## src/rtl/wb_arbiter_2m_if.sv

```systemverilog
// Wishbone bus bundle: master drives the request side, slave drives ack and read data.
interface wishbone_if #(
    parameter int AW = 32,
    parameter int DW = 32
);
    logic              cycle;
    logic              strobe;
    logic              write_enable;
    logic [DW/8-1:0]   select;
    logic [AW-1:0]     address;
    logic [DW-1:0]     data_in;
    logic [DW-1:0]     data_out;
    logic              ack;

    modport master (
        output cycle, strobe, write_enable, select, address, data_in,
        input  data_out, ack
    );

    modport slave (
        input  cycle, strobe, write_enable, select, address, data_in,
        output data_out, ack
    );
endinterface

```

## src/rtl/wb_arbiter_2m.sv

```systemverilog
// Two-master round-robin Wishbone arbiter with a watchdog that force-acks a stalled slave.
module wb_arbiter_2m #(
    parameter int          TIMEOUT  = 16,
    parameter logic [31:0] ERR_DATA = 32'hDEADBEEF
) (
    input  logic       clk,
    input  logic       reset,
    wishbone_if.slave  m0,
    wishbone_if.slave  m1,
    wishbone_if.master s,
    output logic [1:0] grant,
    output logic       timeout_err
);
    localparam int            WW     = (TIMEOUT > 2) ? $clog2(TIMEOUT) : 1;
    localparam logic [WW-1:0] WD_MAX = WW'(TIMEOUT - 1);

    typedef enum logic [1:0] {IDLE, OWN0, OWN1} state_t;

    state_t        state, state_nxt;
    logic          last_owner;   // 0 = m0 served last, 1 = m1
    logic [WW-1:0] wdog;
    logic          own_req, forced_ack, real_ack;
    logic [31:0]   rsp_data;

    always_comb begin
        state_nxt = state;
        case (state)
            IDLE: begin
                if (m0.cycle && m1.cycle) state_nxt = last_owner ? OWN0 : OWN1;
                else if (m0.cycle)        state_nxt = OWN0;
                else if (m1.cycle)        state_nxt = OWN1;
            end
            OWN0:    if (!m0.cycle) state_nxt = m1.cycle ? OWN1 : IDLE;
            OWN1:    if (!m1.cycle) state_nxt = m0.cycle ? OWN0 : IDLE;
            default: state_nxt = IDLE;
        endcase
    end

    // Owner's request goes straight to the slave; responses straight back.
    always_comb begin
        s.cycle        = 1'b0;
        s.strobe       = 1'b0;
        s.write_enable = 1'b0;
        s.select       = '0;
        s.address      = '0;
        s.data_in      = '0;
        m0.ack         = 1'b0;
        m0.data_out    = '0;
        m1.ack         = 1'b0;
        m1.data_out    = '0;
        own_req        = 1'b0;
        case (state)
            OWN0: begin
                s.cycle        = m0.cycle;
                s.strobe       = m0.strobe;
                s.write_enable = m0.write_enable;
                s.select       = m0.select;
                s.address      = m0.address;
                s.data_in      = m0.data_in;
                own_req        = m0.cycle & m0.strobe;
            end
            OWN1: begin
                s.cycle        = m1.cycle;
                s.strobe       = m1.strobe;
                s.write_enable = m1.write_enable;
                s.select       = m1.select;
                s.address      = m1.address;
                s.data_in      = m1.data_in;
                own_req        = m1.cycle & m1.strobe;
            end
            default: ;
        endcase
        // A real ack in the same cycle as the watchdog expiry takes precedence.
        real_ack   = own_req & s.ack;
        forced_ack = own_req & (wdog == WD_MAX) & ~s.ack;
        rsp_data   = forced_ack ? ERR_DATA : s.data_out;
        if (state == OWN0) begin
            m0.ack      = real_ack | forced_ack;
            m0.data_out = rsp_data;
        end
        if (state == OWN1) begin
            m1.ack      = real_ack | forced_ack;
            m1.data_out = rsp_data;
        end
    end

    always_ff @(posedge clk or posedge reset) begin
        if (reset) begin
            state       <= IDLE;
            last_owner  <= 1'b1;
            wdog        <= '0;
            timeout_err <= 1'b0;
        end else begin
            state       <= state_nxt;
            timeout_err <= forced_ack;
            if (state == OWN0 && state_nxt != OWN0) last_owner <= 1'b0;
            if (state == OWN1 && state_nxt != OWN1) last_owner <= 1'b1;
            if (state_nxt != state || s.ack || !own_req || forced_ack)
                wdog <= '0;
            else if (wdog != WD_MAX)
                wdog <= wdog + 1'b1;
        end
    end

    assign grant = {state == OWN1, state == OWN0};
endmodule

```

## src/flat_wrapper.sv

```systemverilog
// flat-port wrapper written by rule: the top's interface ports become plain ports
module wb_arbiter_2m_flat 
#(
    parameter int          TIMEOUT  = 16,
    parameter logic [31:0] ERR_DATA = 32'hDEADBEEF
)
  (clk, reset, grant, timeout_err, m0_cycle, m0_strobe, m0_write_enable, m0_select, m0_address, m0_data_in, m0_data_out, m0_ack, m1_cycle, m1_strobe, m1_write_enable, m1_select, m1_address, m1_data_in, m1_data_out, m1_ack, s_cycle, s_strobe, s_write_enable, s_select, s_address, s_data_in, s_data_out, s_ack);
  wishbone_if m0_i ();
  wishbone_if m1_i ();
  wishbone_if s_i ();
  input  logic clk;
  input  logic reset;
  output logic [1:0] grant;
  output logic timeout_err;
  input wire logic [$bits(m0_i.cycle)-1:0] m0_cycle;
  input wire logic [$bits(m0_i.strobe)-1:0] m0_strobe;
  input wire logic [$bits(m0_i.write_enable)-1:0] m0_write_enable;
  input wire logic [$bits(m0_i.select)-1:0] m0_select;
  input wire logic [$bits(m0_i.address)-1:0] m0_address;
  input wire logic [$bits(m0_i.data_in)-1:0] m0_data_in;
  output wire logic [$bits(m0_i.data_out)-1:0] m0_data_out;
  output wire logic [$bits(m0_i.ack)-1:0] m0_ack;
  input wire logic [$bits(m1_i.cycle)-1:0] m1_cycle;
  input wire logic [$bits(m1_i.strobe)-1:0] m1_strobe;
  input wire logic [$bits(m1_i.write_enable)-1:0] m1_write_enable;
  input wire logic [$bits(m1_i.select)-1:0] m1_select;
  input wire logic [$bits(m1_i.address)-1:0] m1_address;
  input wire logic [$bits(m1_i.data_in)-1:0] m1_data_in;
  output wire logic [$bits(m1_i.data_out)-1:0] m1_data_out;
  output wire logic [$bits(m1_i.ack)-1:0] m1_ack;
  output wire logic [$bits(s_i.cycle)-1:0] s_cycle;
  output wire logic [$bits(s_i.strobe)-1:0] s_strobe;
  output wire logic [$bits(s_i.write_enable)-1:0] s_write_enable;
  output wire logic [$bits(s_i.select)-1:0] s_select;
  output wire logic [$bits(s_i.address)-1:0] s_address;
  output wire logic [$bits(s_i.data_in)-1:0] s_data_in;
  input wire logic [$bits(s_i.data_out)-1:0] s_data_out;
  input wire logic [$bits(s_i.ack)-1:0] s_ack;
  assign m0_i.cycle = m0_cycle;
  assign m0_i.strobe = m0_strobe;
  assign m0_i.write_enable = m0_write_enable;
  assign m0_i.select = m0_select;
  assign m0_i.address = m0_address;
  assign m0_i.data_in = m0_data_in;
  assign m0_data_out = m0_i.data_out;
  assign m0_ack = m0_i.ack;
  assign m1_i.cycle = m1_cycle;
  assign m1_i.strobe = m1_strobe;
  assign m1_i.write_enable = m1_write_enable;
  assign m1_i.select = m1_select;
  assign m1_i.address = m1_address;
  assign m1_i.data_in = m1_data_in;
  assign m1_data_out = m1_i.data_out;
  assign m1_ack = m1_i.ack;
  assign s_cycle = s_i.cycle;
  assign s_strobe = s_i.strobe;
  assign s_write_enable = s_i.write_enable;
  assign s_select = s_i.select;
  assign s_address = s_i.address;
  assign s_data_in = s_i.data_in;
  assign s_i.data_out = s_data_out;
  assign s_i.ack = s_ack;
  wb_arbiter_2m #(.TIMEOUT(TIMEOUT), .ERR_DATA(ERR_DATA)) u_core (.clk(clk), .reset(reset), .m0(m0_i), .m1(m1_i), .s(s_i), .grant(grant), .timeout_err(timeout_err));
endmodule
```

## config.mk

```make
export PLATFORM = sky130hd
export DESIGN_NAME = wb_arbiter_2m_flat
export DESIGN_NICKNAME = d
export VERILOG_FILES = /design/src/rtl/wb_arbiter_2m_if.sv /design/src/rtl/wb_arbiter_2m.sv /design/src/flat_wrapper.sv
export SDC_FILE = /design/constraint.sdc
export NUM_CORES = 1
export LEC_CHECK = 0
export ABC_AREA = 1
export CORE_AREA = 8 8 117 119
export DETAILED_ROUTE_END_ITERATION = 7
export DIE_AREA = 0 0 125 127
export PLACE_DENSITY = 0.65
export SLEW_MARGIN = 25
export SYNTH_ARGS = -nofsm -noshare
export SYNTH_HDL_FRONTEND = slang
export SYNTH_SLANG_ARGS = --single-unit
export TNS_END_PERCENT = 100
```

## constraint.sdc

```tcl
create_clock -name clk -period 3.5 [get_ports clk]
set_input_delay 0.525 -clock clk [delete_from_list [all_inputs] [get_ports clk]]
set_output_delay 0.525 -clock clk [all_outputs]
set_load 0.02 [all_outputs]
```

==> impl_results.md <==
- DR DRC count: 0
- Fin Setup TNS: 0 ns
- First-pass GRT wire length: 21650 um
- Vias in the first global route: between 3000 and 4000
- Gpl congestion: between 0.8 and 0.9
- Vias: 3840
- Clk Latency, worst-skew pair: 0.23 ns
- I/O Pins: 317
- Psw: 1.660 mW
- Async set-reset flop share out of synthesis: 100.0%
- Critical Path End Type: primary output
- Row cnt: 40
- Die height: 127 um
- Largest family of logic cells by synthesized area: simple AND/OR/NAND/NOR gates
- Post-route ant nets: 0
- Worst hold path type: flip-flop to flip-flop
- Least-Margin Pin Slew: 0.6192 ns
- Grt ovf: 0
- Post-synthesis cell area: around 2100 um^2
- Vias per inst: 4.465
- Syn Nets: 603
- Worst EP required: 2.97 ns
- P per Cell Area: 566.6 nW/um^2
- Core area: 11810 um^2
- Initial DRC count: 122
- Worst Setup Path Type: input port to primary output
- Max Freq: 0.3154 GHz
- Port-buffer cells: 316
- Internal power: 1.439 mW
- Adder-Cell Fraction of Synth Area: 3.536%
- CP Max Fanout: 48
- Avg Inst Size Synth: ~5.1 um^2
- Clock sinks: 8
- TritonCTS buffer count: 3
- Distinct cell type count after synthesis: 22
- Startpoint types: input port
- Crit path DAT: 2.65 ns
- Layout cells sized above 1: 5.750%
- TritonCTS clock tree: built
- Unrepaired setup endpoints after global routing: false
- Die W: 125 um
- Synth Flop Type: dfrtp_1
- Fin worst setup slack: 0.3294 ns
- Slew headroom: approximately 60%
- Final Max Slew Viols: 0
- H-tree depth: 1
- Outcome: completed
- Period utilization: between 90% and 100%
- Routed WL: 14340 um
- Comb power frac: approximately 90%
- 1st-pass router iterations: 4
- Total GRT Usage: 16.62%
- Initial core utilization: between 10% and 20%
- Post-DR wirelength/cell: 16.68 um
- Ant diodes: 0
- Register area share after synthesis: 9.487%
- Sw Ratio: a little over half
- Post-CTS Setup Repair Bufs: 0
- Ys Warns: 0
- Compound-cell area share of the yosys netlist: 32.53%
- Peak VDD IR: 0.0004026 V
- Clock Tree Buf Depth: 2
- DP Wirelength: 12140 um
- Post-CTS sizing: 0
- Final-report hold violation count: 0
- Root Buffer: clkbuf_16
- Fin nets: 897
- Seq cells post-synth: 8
- Initial antenna violation count: 0
- P&R area growth vs syn: 157.6%
- Largest net degree at the start of global routing: 70
- Max-Cap Viols: 0
- Die Footprint: 15880 um^2
- Clock slew at reported path FFs: roughly 0.03 ns
- Final Skew: ~0.0042 ns
- Setup WS pre-CTS: 0.1281 ns
- Clock Power Share: slightly above 6%
- Number of synthesized flops with an enable pin: 0
- # setup viols final: 0
- Mapped Cells: 420
- Multiplexer area fraction after synthesis: 0%
- Simple-gate area share of the yosys netlist: 37.77%
- Tmin final: 3.171 ns
- Lkg Pwr: 2.083 nW
- Hold_buf cts: 0
- Sequential share of power: 4.3%
- Post-Synth XOR/XNOR Area: less than 1%
-- cell families after synthesis --
family                     count (synthesis)
DFF                                        8
AOI/OAI and AO/OA                        123
buffers and inverters                     82
and+or+nand+nor                          199
xor gates and xnor gates                   2
adders and majority gates                  6
-- cell type report --
cell class,count,area (um^2)
Clock buffer,4,78.83
Fill cell,1176,6342
Inverter,47,178.9
Multi-Input combinational cell,330,1590
Sequential cell,8,201.4
Tap cell,147,183.9
Timing Repair Buffer,324,3236
-- final timing paths --
| kind | startpoint | cells past startpoint | to | slack [ns] |
|---|---|---|---|---|
| min | u_core.last_owner$_DFFE_PP1P_ | 2 | u_core.last_owner$_DFFE_PP1P_ | 0.46 |
| max in group asynchronous | reset | 2 | u_core.last_owner$_DFFE_PP1P_ | 2.65 |
| max reg2reg | u_core.state[0]$_DFF_PP0_ | 12 | u_core.wdog[1]$_DFFE_PP0P_ | 1.22 |
| min reg2reg | u_core.last_owner$_DFFE_PP1P_ | 2 | u_core.last_owner$_DFFE_PP1P_ | 0.46 |
| min in group asynchronous | reset | 2 | u_core.wdog[2]$_DFFE_PP0P_ | 0.56 |
| max | m1_cycle | 10 | m0_data_out[5] | 0.33 |
-- synth_stat cells (all sizes together) (4+ instances only) --
master | number | area, um^2
buf | 11 | 70.06
clkbuf | 24 | 90.09
nand3 | 10 | 50.05
nor3 | 17 | 85.08
nand2 | 164 | 618.1
ha | 6 | 75.07
inv | 47 | 176.4
a21oi | 119 | 670.7
dfrtp | 7 | 175.2
nor2 | 7 | 42.54
o21ai | 4 | 20.01
-- power by group through the flow --
| stage | registers, mW | clock network [mW] | logic, mW |
|---|---|---|---|
| floorplan | 0.128 | 0 | 1.47 |
| global placement | 0.134 | 0 | 2.78 |
| detailed placement | 0.134 | 0 | 2.81 |
| CTS | 0.133 | 0.198 | 2.82 |
| global route | 0.135 | 0.201 | 2.99 |
| finish | 0.132 | 0.193 | 2.77 |
-- placed cells by master (no fill, tap or decap), drive strengths merged --
cell / netlist / routed
nand3: 10 / 10
o21ai: 4 / 4
a21oi: 119 / 119
or2: 1 / 1
xor2: 1 / 1
nor3: 17 / 17
inv: 47 / 47
nand2: 164 / 164
buf: 11 / 8
dfstp: 1 / 1
xnor2: 1 / 1
clkdlybuf4s50: 0 / 316
clkbuf: 24 / 4
dfrtp: 7 / 7
ha: 6 / 6
nor2: 7 / 7
-- metrics by stage --
step                utilization (%)  hold slack [ns]  power, mW  cell area, um^2  cells
floorplan                         -           0.3399      1.601             2123    420
detailed placement            45.61           0.4563      2.941             5388    856
global placement              45.61           0.4443      2.918             5388    856
global route                  46.30           0.4859      3.328             5469    860
CTS                           46.28           0.4620      3.150             5466    860
finish                        46.30           0.4604      3.099             5469    860
-- registers in the layout (all words and copies together), names as in the netlist --
signal,flops
u_core.timeout_err,1
u_core.state,2
u_core.last_owner,1
u_core.wdog,4
-- critical path, stage by stage --
cell             delay (ns)
clkdlybuf4s50_1        0.54
inv_2                  0.05
o21ai_1                0.12
nand2_1                0.09
inv_2                  0.07
nand2_2                0.08
nor2_8                 0.10
inv_4                  0.19
a21oi_1                0.22
clkdlybuf4s50_1        0.64
-- layer usage --
| metal | global-route usage (%) | wire (um) |
|---|---|---|
| met5 | 0 | 0 |
| met4 | 3.797 | 191 |
| met3 | 6.614 | 1682 |
| met2 | 31.61 | 7343 |
| met1 | 16.66 | 5126 |
No activity file was read; power rests on OpenSTA's default activity.
